**src/rtl/dco_meas_pkg.sv**
```systemverilog
// rtl/dco_meas_pkg.sv - shared types and default widths for the DCO frequency meter
//
// Purpose:
//   Holds the measurement FSM state type and the default parameter values
//   used by dco_freq_meter and osc_edge_sync.
//
// Contents:
//   GATE_W_DEF       default gate-window counter width
//   CNT_W_DEF        default edge counter / result width
//   SYNC_STAGES_DEF  default synchronizer depth on the oscillator input
//   meas_state_e     IDLE / COUNT / HOLD

package dco_meas_pkg;

  localparam int GATE_W_DEF      = 16;
  localparam int CNT_W_DEF       = 16;
  localparam int SYNC_STAGES_DEF = 2;

  typedef enum logic [1:0] {
    IDLE  = 2'd0,
    COUNT = 2'd1,
    HOLD  = 2'd2
  } meas_state_e;

endpackage

```
**src/rtl/osc_edge_sync.sv**
```systemverilog
// rtl/osc_edge_sync.sv - synchronizer chain plus registered rising-edge detector
//
// Purpose:
//   Brings an asynchronous DCO-derived signal into the clk domain and emits a
//   one-cycle pulse for each rising edge seen after synchronization.
//   Latency from an async_in rise to edge_pulse is SYNC_STAGES+1 clk cycles.
//   Only input frequencies below f_clk/2 produce one pulse per edge.
//
// Ports:
//   clk         in   system clock
//   rst_n       in   asynchronous active-low reset
//   async_in    in   asynchronous input
//   edge_pulse  out  one-cycle pulse per synchronized rising edge
//
// SYNC_STAGES must be at least 2.

module osc_edge_sync
  import dco_meas_pkg::*;
#(
  parameter int SYNC_STAGES = SYNC_STAGES_DEF
) (
  input  logic clk,
  input  logic rst_n,
  input  logic async_in,
  output logic edge_pulse
);

  logic [SYNC_STAGES-1:0] sync_q;
  logic                   prev_q;
  logic                   sync_out;

  assign sync_out = sync_q[SYNC_STAGES-1];

  always_ff @(posedge clk or negedge rst_n) begin
    if (!rst_n) begin
      sync_q     <= '0;
      prev_q     <= 1'b0;
      edge_pulse <= 1'b0;
    end else begin
      sync_q     <= {sync_q[SYNC_STAGES-2:0], async_in};
      prev_q     <= sync_out;
      // Registered so the pulse is glitch-free and the downstream counter
      // sees a clean flop output.
      edge_pulse <= sync_out & ~prev_q;
    end
  end

endmodule

```
**src/rtl/dco_freq_meter.sv**
```systemverilog
// rtl/dco_freq_meter.sv - DCO frequency meter: counts osc_in edges over a clk gate window
//
// Purpose:
//   On an accepted start, counts synchronized rising edges of osc_in for
//   gate_cycles clk cycles, then presents the count on a valid/ready port.
//   The edge counter saturates at all-ones and flags overflow.
//
// Ports:
//   clk          in   system clock
//   rst_n        in   asynchronous active-low reset
//   ena          in   block enable; low returns to IDLE and discards work
//   start        in   single-cycle measurement request (IDLE only)
//   gate_cycles  in   window length in clk cycles, sampled on accepted start
//   osc_in       in   asynchronous DCO output
//   cnt_out      out  measured edge count, updated on entry to HOLD
//   cnt_valid    out  result available
//   cnt_ready    in   consumer accepts result
//   overflow     out  edge counter saturated during the window (sticky)
//   busy         out  state is not IDLE

module dco_freq_meter
  import dco_meas_pkg::*;
#(
  parameter int GATE_W      = GATE_W_DEF,
  parameter int CNT_W       = CNT_W_DEF,
  parameter int SYNC_STAGES = SYNC_STAGES_DEF
) (
  input  logic              clk,
  input  logic              rst_n,
  input  logic              ena,
  input  logic              start,
  input  logic [GATE_W-1:0] gate_cycles,
  input  logic              osc_in,
  output logic [CNT_W-1:0]  cnt_out,
  output logic              cnt_valid,
  input  logic              cnt_ready,
  output logic              overflow,
  output logic              busy
);

  meas_state_e       state_q;
  meas_state_e       state_d;
  logic [GATE_W-1:0] gate_q;
  logic [CNT_W-1:0]  edge_cnt_q;
  logic [CNT_W-1:0]  edge_cnt_d;
  logic              edge_pulse;
  logic              cnt_sat;
  logic              last_gate;
  logic              start_ok;

  osc_edge_sync #(
    .SYNC_STAGES (SYNC_STAGES)
  ) u_edge_sync (
    .clk        (clk),
    .rst_n      (rst_n),
    .async_in   (osc_in),
    .edge_pulse (edge_pulse)
  );

  assign cnt_sat   = &edge_cnt_q;
  assign last_gate = (gate_q == GATE_W'(1));
  assign start_ok  = start && (gate_cycles != '0);

  // Next edge count including this cycle's edge; used both for the running
  // counter and for the final capture into cnt_out.
  always_comb begin
    edge_cnt_d = edge_cnt_q;
    if (edge_pulse && !cnt_sat) begin
      edge_cnt_d = edge_cnt_q + CNT_W'(1);
    end
  end

  always_comb begin
    state_d = state_q;
    if (!ena) begin
      state_d = IDLE;
    end else begin
      case (state_q)
        IDLE:    if (start_ok) state_d = COUNT;
        COUNT:   if (last_gate) state_d = HOLD;
        // cnt_valid is high throughout HOLD, so ready alone completes it.
        HOLD:    if (cnt_ready) state_d = IDLE;
        default: state_d = IDLE;
      endcase
    end
  end

  always_ff @(posedge clk or negedge rst_n) begin
    if (!rst_n) begin
      state_q    <= IDLE;
      busy       <= 1'b0;
      cnt_valid  <= 1'b0;
      cnt_out    <= '0;
      overflow   <= 1'b0;
      gate_q     <= '0;
      edge_cnt_q <= '0;
    end else begin
      state_q   <= state_d;
      busy      <= (state_d != IDLE);
      cnt_valid <= (state_d == HOLD);

      case (state_q)
        IDLE: begin
          if (state_d == COUNT) begin
            gate_q     <= gate_cycles;
            edge_cnt_q <= '0;
            overflow   <= 1'b0;
          end
        end
        COUNT: begin
          if (ena) begin
            gate_q     <= gate_q - GATE_W'(1);
            edge_cnt_q <= edge_cnt_d;
            if (edge_pulse && cnt_sat) begin
              overflow <= 1'b1;
            end
            if (last_gate) begin
              cnt_out <= edge_cnt_d;
            end
          end
        end
        default: ;
      endcase
    end
  end

endmodule

```
**config.mk**
```make
export PLATFORM = sky130hd
export DESIGN_NAME = dco_freq_meter
export DESIGN_NICKNAME = d
export VERILOG_FILES = /design/src/rtl/dco_meas_pkg.sv /design/src/rtl/osc_edge_sync.sv /design/src/rtl/dco_freq_meter.sv
export SDC_FILE = /design/constraint.sdc
export NUM_CORES = 1
export LEC_CHECK = 0
export ABC_AREA = 1
export CAP_MARGIN = 20
export CORE_MARGIN = 3
export CORE_UTILIZATION = 57
export DETAILED_ROUTE_END_ITERATION = 8
export PLACE_DENSITY_LB_ADDON = 0.12
export RECOVER_POWER = 50
export SYNTH_ARGS = -nofsm -noshare
export SYNTH_HDL_FRONTEND = slang
export SYNTH_HIERARCHICAL = 1
export SYNTH_SLANG_ARGS = --single-unit
```
**constraint.sdc**
```tcl
create_clock -name clk -period 2.13 [get_ports clk]
set_clock_uncertainty 0.1 [all_clocks]
set_input_delay 0.3195 -clock clk [delete_from_list [all_inputs] [get_ports clk]]
set_output_delay 0.3195 -clock clk [all_outputs]
set_load 0.03 [all_outputs]
```
# Word-level counts from Yosys, hierarchy flattened

Cells that the tools add are included.

Flip-flop bits (word level): 57
Input bits: 22
Output and inout bits: 19
Word-level logic and storage cells: 50

Add/subtract/negate cells: 2
Eq/ne operators: 8
Multiplexer cells: 16
Bitwise operators: 2
Reduce and logical (&&, ||, !) cells: 12

Operator list:

| kind                                                 | number |
|---|---|
| two-way mux 16 bit                                   | 5 |
| case mux 16 bit (2 select lines)                     | 2 |
| adder 16 x 1 -> 16 bit, second input constant        | 1 |
| equality test 16 x 1 -> 1 bit, second input constant | 1 |
| AND reduction 16 bit                                 | 1 |
| nonzero test 16 bit                                  | 1 |
| subtractor 16 x 1 -> 16 bit, second input constant   | 1 |
| two-way mux 2 bit                                    | 4 |
| inequality test 2 bit, second input constant         | 3 |
| case mux 2 bit (3 select lines)                      | 1 |
| AND reduction 3 bit                                  | 2 |
| equality test 2 x 1 -> 1 bit, second input constant  | 2 |
| equality test 2 bit, second input constant           | 2 |
| AND reduction 4 bit                                  | 1 |
| nonzero test 2 bit                                   | 2 |
| logical AND 1 bit                                    | 3 |
| two-way mux 1 bit                                    | 3 |
| logical NOT 2 bit                                    | 1 |
| case mux 1 bit (2 select lines)                      | 1 |
| bitwise AND 1 bit                                    | 1 |
| logical NOT 1 bit                                    | 1 |
| inverter 1 bit                                       | 1 |

# Depth between registers and ports, before layout

Word-level depth: 8
Mapped depth: 14
Gate-level depth less buffers: 13

# Hierarchy

The synthesis kept the hierarchy.

By module, submodules not included:

| module         | instances | cells each | area an instance (um^2) | sequential area each (um^2) |
|---|---|---|---|---|
| dco_freq_meter | 1         | 505        | 3,437.0                 | 1,326.3 |
| osc_edge_sync  | 1         | 6          | 110.1                   | 100.1 |

# Least setup slack after synthesis

No wires, ideal clock.

Path type: register -> register
Start: register gate_q[1]
End: register gate_q[7]
Setup time: 117 ps
Data arrival time: 1,463 ps
Setup slack: 450 ps
Stages on the path, launching flop included: 15
Path buffers: 1
Period minus slack after synthesis: 1,680 ps
Cells stage by stage: dfrtp_1 > inv_1 > ha_1 > inv_1 > nor2_1 > nand2_1 > nor2_1 > nand2_1 > nand2_1 > nand2_1 > nand3_2 > nand2_4 > buf_6 > nand2_1 > nand2_1

Longest elaborated chain between the ends: 7
Elaborated cells on any way between the ends: 10
Classes of those cells: add/sub (1); eq/ne (3); mux (5); reduce/logical (1)

Ends and longest elaborated chain:

| element                                | RTL line              | source |
|---|---|---|
| start: declaration                     | dco_freq_meter.sv:43  | `logic [GATE_W-1:0] gate_q;` |
| start signal: assignment               | dco_freq_meter.sv:105 | `gate_q <= gate_cycles;` |
| start signal: assignment               | dco_freq_meter.sv:112 | `gate_q <= gate_q - GATE_W'(1);` |
| equality test 16 x 1 -> 1 bit          | dco_freq_meter.sv:61  | `assign last_gate = (gate_q == GATE_W'(1));` |
| two-way mux 2 bit                      | dco_freq_meter.sv:80  | `COUNT: if (last_gate) state_d = HOLD;` |
| case mux 2 bit (3 select lines)        | dco_freq_meter.sv:78  | `case (state_q)` |
| two-way mux 2 bit                      | dco_freq_meter.sv:75  | `if (!ena) begin` |
| equality test 2 x 1 -> 1 bit           | dco_freq_meter.sv:104 | `if (state_d == COUNT) begin` |
| inequality test 2 bit (no source line) | -                     |  |
| AND reduction 3 bit (no source line)   | -                     |  |

Parallel ways exist; a longest one is shown, timed or not. The select of a mux whose other input is x is not followed.
A chain may end at the register's enable or synchronous reset.

# Worst setup path in the final report

Start: register edge_cnt_q[0]
End: register edge_cnt_q[2]

Longest elaborated chain between the ends: 6
Elaborated cells on any way between the ends: 7
Classes of those cells: add/sub (1); mux (3); reduce/logical (3)

Ends and longest elaborated chain:

| element                                                        | RTL line              | source |
|---|---|---|
| start: declaration                                             | dco_freq_meter.sv:44  | `logic [CNT_W-1:0] edge_cnt_q;` |
| start signal: assignment                                       | dco_freq_meter.sv:113 | `edge_cnt_q <= edge_cnt_d;` |
| branches (longest 3 deep; another with adder 16 x 1 -> 16 bit) | -                     |  |
| two-way mux 16 bit *                                           | dco_freq_meter.sv:68  | `if (edge_pulse && !cnt_sat) begin` |
| two-way mux 16 bit *                                           | dco_freq_meter.sv:111 | `if (ena) begin` |
| case mux 16 bit (2 select lines) *                             | dco_freq_meter.sv:102 | `case (state_q)` |

Mark *: on every way between the ends. The select of a mux whose other input is x is not followed.

==> key figures <==
Clock tree
  – Clock Latency Late Sink: ~0.34 ns
  – Post-CTS setup buffers: 0
  – Clk slew on worst S/H paths: around 0.070 ns
  – CTS Buf Count: 9
  – # clock sinks: 57
  – Clock Tree Buf Depth: 2
  – CTS tree: yes
  – CTS H-Tree Depth: 3
  – Post_cts resized: 0
  – Root buffer cell: clkbuf_8

Worst setup path
  – Slowest Stage Delay on Critical Path: 0.41 ns
  – Type of destination of the critical path: flip-flop
  – Setup CP Type: flip-flop to flip-flop
  – CP max-delay cell: dfrtp_1
  – R2R depth: 11
  – Worst setup SP type: flip-flop
  – R2R Path Start: edge_cnt_q[0]
  – Cells along the critical path: ha_1 > nand2_2 > nor2_4 > inv_2 > nor2_4 > nand2_4 > nand2_8 > inv_4 > o21ai_0 > nand3_1 > nand2_1
  – Critical path arrival: ~2.1 ns
  – WP data required: between 2 and 2.5 ns
  – Worst setup path startpoint: edge_cnt_q[0]
  – Top cell by count, worst path: nor2_4
  – Critical path peak fanout: 16

Drt
  – Wire per inst: about 14 um
  – Routed WL: roughly 8.8 mm
  – Number of vias per cell: 5.44
  – DR pass1 iterations: 5
  – Initial drt markers: 230
  – DRC Markers: 0
  – Via count: about 3,500
  – Post-DRT Antenna Nets: 0

Timing
  – Setup slack after layout: 0.167 ns
  – Worst Max-Slew Pin Slew: between 1 and 1.5 ns
  – Max Slew Vio Count: 0
  – Max-slew headroom: 15.6%
  – RSZ-0062 raised after global routing: false
  – Clock period minus worst slack: ~2.0 ns
  – # setup viols final: 0
  – Minimum hold slack: around 0.25 ns
  – Max Clk Rate: just over 500 MHz
  – Final Hold Fails: 0
  – Fin crit share: ~92%
  – Setup tns final: 0 ns

Floorplanning
  – Effective utilization at floorplan: 59.2%
  – Chip width: between 80 and 90 um
  – Num rows: 28
  – Die height: 84.9 um
  – Die footprint: 7210 um^2
  – Ports: 41
  – Core ar.: 5990 um^2

Power and ir drop
  – Internal power: between 2 and 2.5 mW
  – Switching part of the total power: 35.3%
  – Pwr Total: about 3.2 mW
  – P_sw: around 1.1 mW
  – Pwr/cell area: 750 nW/um^2
  – VDD IR-drop max: just under 500 uV
  – Reg power frac: 42.8%
  – Share of power burned in the clock network: 32.6%
  – Leak Pwr: 2.20 nW
  – Comb pwr share: roughly 25%

Job
  – Max-cap violations: 0

Logic synthesis
  – Count of state elements after synthesis: between 50 and 60
  – Synth top area share: about 40%
  – Post-Syn Area: between 3000 and 4000 um^2
  – Post-Syn Area per Cell: around 6.9 um^2
  – Post-synth cell types: 32
  – Mapped Cells: between 500 and 600
  – Syn_nets: 536
  – Sequential fraction of the synthesis area: 40.2%
  – Synth top area cells: dfrtp_1 (40%), nand2_1 (19%), nand3_1 (12%)
  – Area leader, netlist: dfrtp_1
  – YS warnings: 6

Finish
  – Area grow syn2layout: 19.7%
  – Nets: 584
  – Fin util: between 70% and 80%
  – Share of cells above drive strength 1: between 10% and 20%
  – ANT cells: 0
  – Multi-input logic area: 1830 um^2
  – Sequential cell area: between 1000 and 1500 um^2
  – Fillers: slightly below 500

Placed design
  – Pre-CTS WS: approximately 0.16 ns
  – RD Place Congestion: between 0.9 and 1
  – Port Buffers: 40
  – Final HPWL DP: slightly above 6 mm

Global route
  – Largest net degree at the start of global routing: 58
  – First-pass GRT wire length: around 15 mm
  – Grt total ovfl: 0
  – Vias in the first global route: roughly 3,300
  – Initial antenna violation count: 0
  – Total GRT Usage: approximately a quarter

Status
  – Outcome: complete, no violations

Worst hold path
  – Hold Crit Start: u_edge_sync/sync_q[0]
  – WHS Path Cells: 0
  – Hold Crit Class: flip-flop to flip-flop
==> sequential cells by signal, summed over array words and instances, names as in the netlist <==
signal	count
busy	1
u_edge_sync/sync_q	2
state_q	2
edge_cnt_q	16
gate_q	16
cnt_valid	1
cnt_out	16
overflow	1
u_edge_sync/prev_q	1
u_edge_sync/edge_pulse	1
==> metal layers <==
layer	global-route usage, %	vias up	part of all wire [%]
met3	3.88	12	6.5
li1	-	1720	-
met2	39.4	121	44
met5	0	-	0
met1	39.4	1620	48
met4	9.21	0	1.3
==> through the flow <==
step	instance area (um^2)	instances
detailed placement	4050	622
global route	4250	639
global placement	4050	622
CTS	4260	639
finish	4250	639
floorplan	3550	511
==> final timing paths <==
path | slack (ns) | endpoint
worst max-delay path | 0.17 | edge_cnt_q[2]
worst min-delay path | 0.25 | u_edge_sync/sync_q[1]
worst max register to register | 0.17 | edge_cnt_q[2]
worst min register to register | 0.25 | u_edge_sync/sync_q[1]
max in group asynchronous | 0.36 | u_edge_sync/prev_q
min in group asynchronous | 0.78 | gate_q[12]
==> layout by cell type, fill, tap and decap left out, drive strengths merged, types with 6 or more instances in the layout <==
| master | n |
|---|---|
| buf | 11 |
| xor2 | 6 |
| nand4 | 8 |
| nand3 | 86 |
| clkdlybuf4s50 | 37 |
| nor2 | 60 |
| dfrtp | 57 |
| o21ai | 14 |
| nand2 | 198 |
| inv | 48 |
| clkbuf | 11 |
==> area by class of cell <==
class	instances	area share, %
Multi-Input combinational cell	392	43.1
Sequential cell	57	33.6
Timing Repair Buffer	52	12.0
Inverter	47	4.27
Clock buffer	10	3.24
Tap cell	75	2.21
Clock inverter	6	1.56
==> cells by family (layout without fill, tap and decap cells) <==
| logic type | after synthesis | in the layout | synth area share (%) |
|---|---|---|---|
| adder cells (fa/ha/maj) | 3 | 3 | 1.06 |
| AO/OA/AOI/OAI | 21 | 21 | 3.14 |
| buffers and inverters | 62 | 115 | 8.15 |
| XOR/XNOR | 8 | 8 | 1.98 |
| AND/OR/NAND/NOR | 360 | 360 | 45.5 |
| flip-flops | 57 | 57 | 40.2 |
==> critical path, delay by kind of cell, from the launching register on <==
| family | cells | cell delay (ns) |
|---|---|---|
| AOI/OAI and AO/OA | 1 | 0.13 |
| DFF | 1 | 0.41 |
| and+or+nand+nor | 7 | 0.86 |
| buffers and inverters | 2 | 0.18 |
| adders and majority gates | 1 | 0.21 |
==> power groups by stage <==
stage | logic (mW) | clock network (mW) | registers [mW]
after global placement | 0.755 | 0 | 1.37
final | 0.783 | 1.04 | 1.36
after floorplan | 0.565 | 0 | 1.34
after detailed placement | 0.776 | 0 | 1.37
after global routing | 0.894 | 1.10 | 1.38
after CTS | 0.785 | 1.05 | 1.36
==> cells in the mapped netlist (all sizes together) <==
| cell | n |
|---|---|
| nand3 | 86 |
| nand4 | 8 |
| a31oi | 1 |
| a21oi | 4 |
| nor3 | 3 |
| ha | 3 |
| clkbuf | 3 |
| nand2 | 198 |
| dfrtp | 57 |
| xnor2 | 2 |
| nor2 | 60 |
| or2 | 3 |
| inv | 47 |
| buf | 12 |
| o21ai | 14 |
| o211ai | 1 |
| xor2 | 6 |
| o21bai | 1 |
| nand3b | 2 |
==> timing repair <==
| action | CTS | global route |
|---|---|---|
| setup endpoints to repair | 0 | 0 |
| endpoints found under the hold margin | 57 | 0 |
| hold buffers | 1 | 0 |
Note: power is estimated with default switching activity, not from simulation.
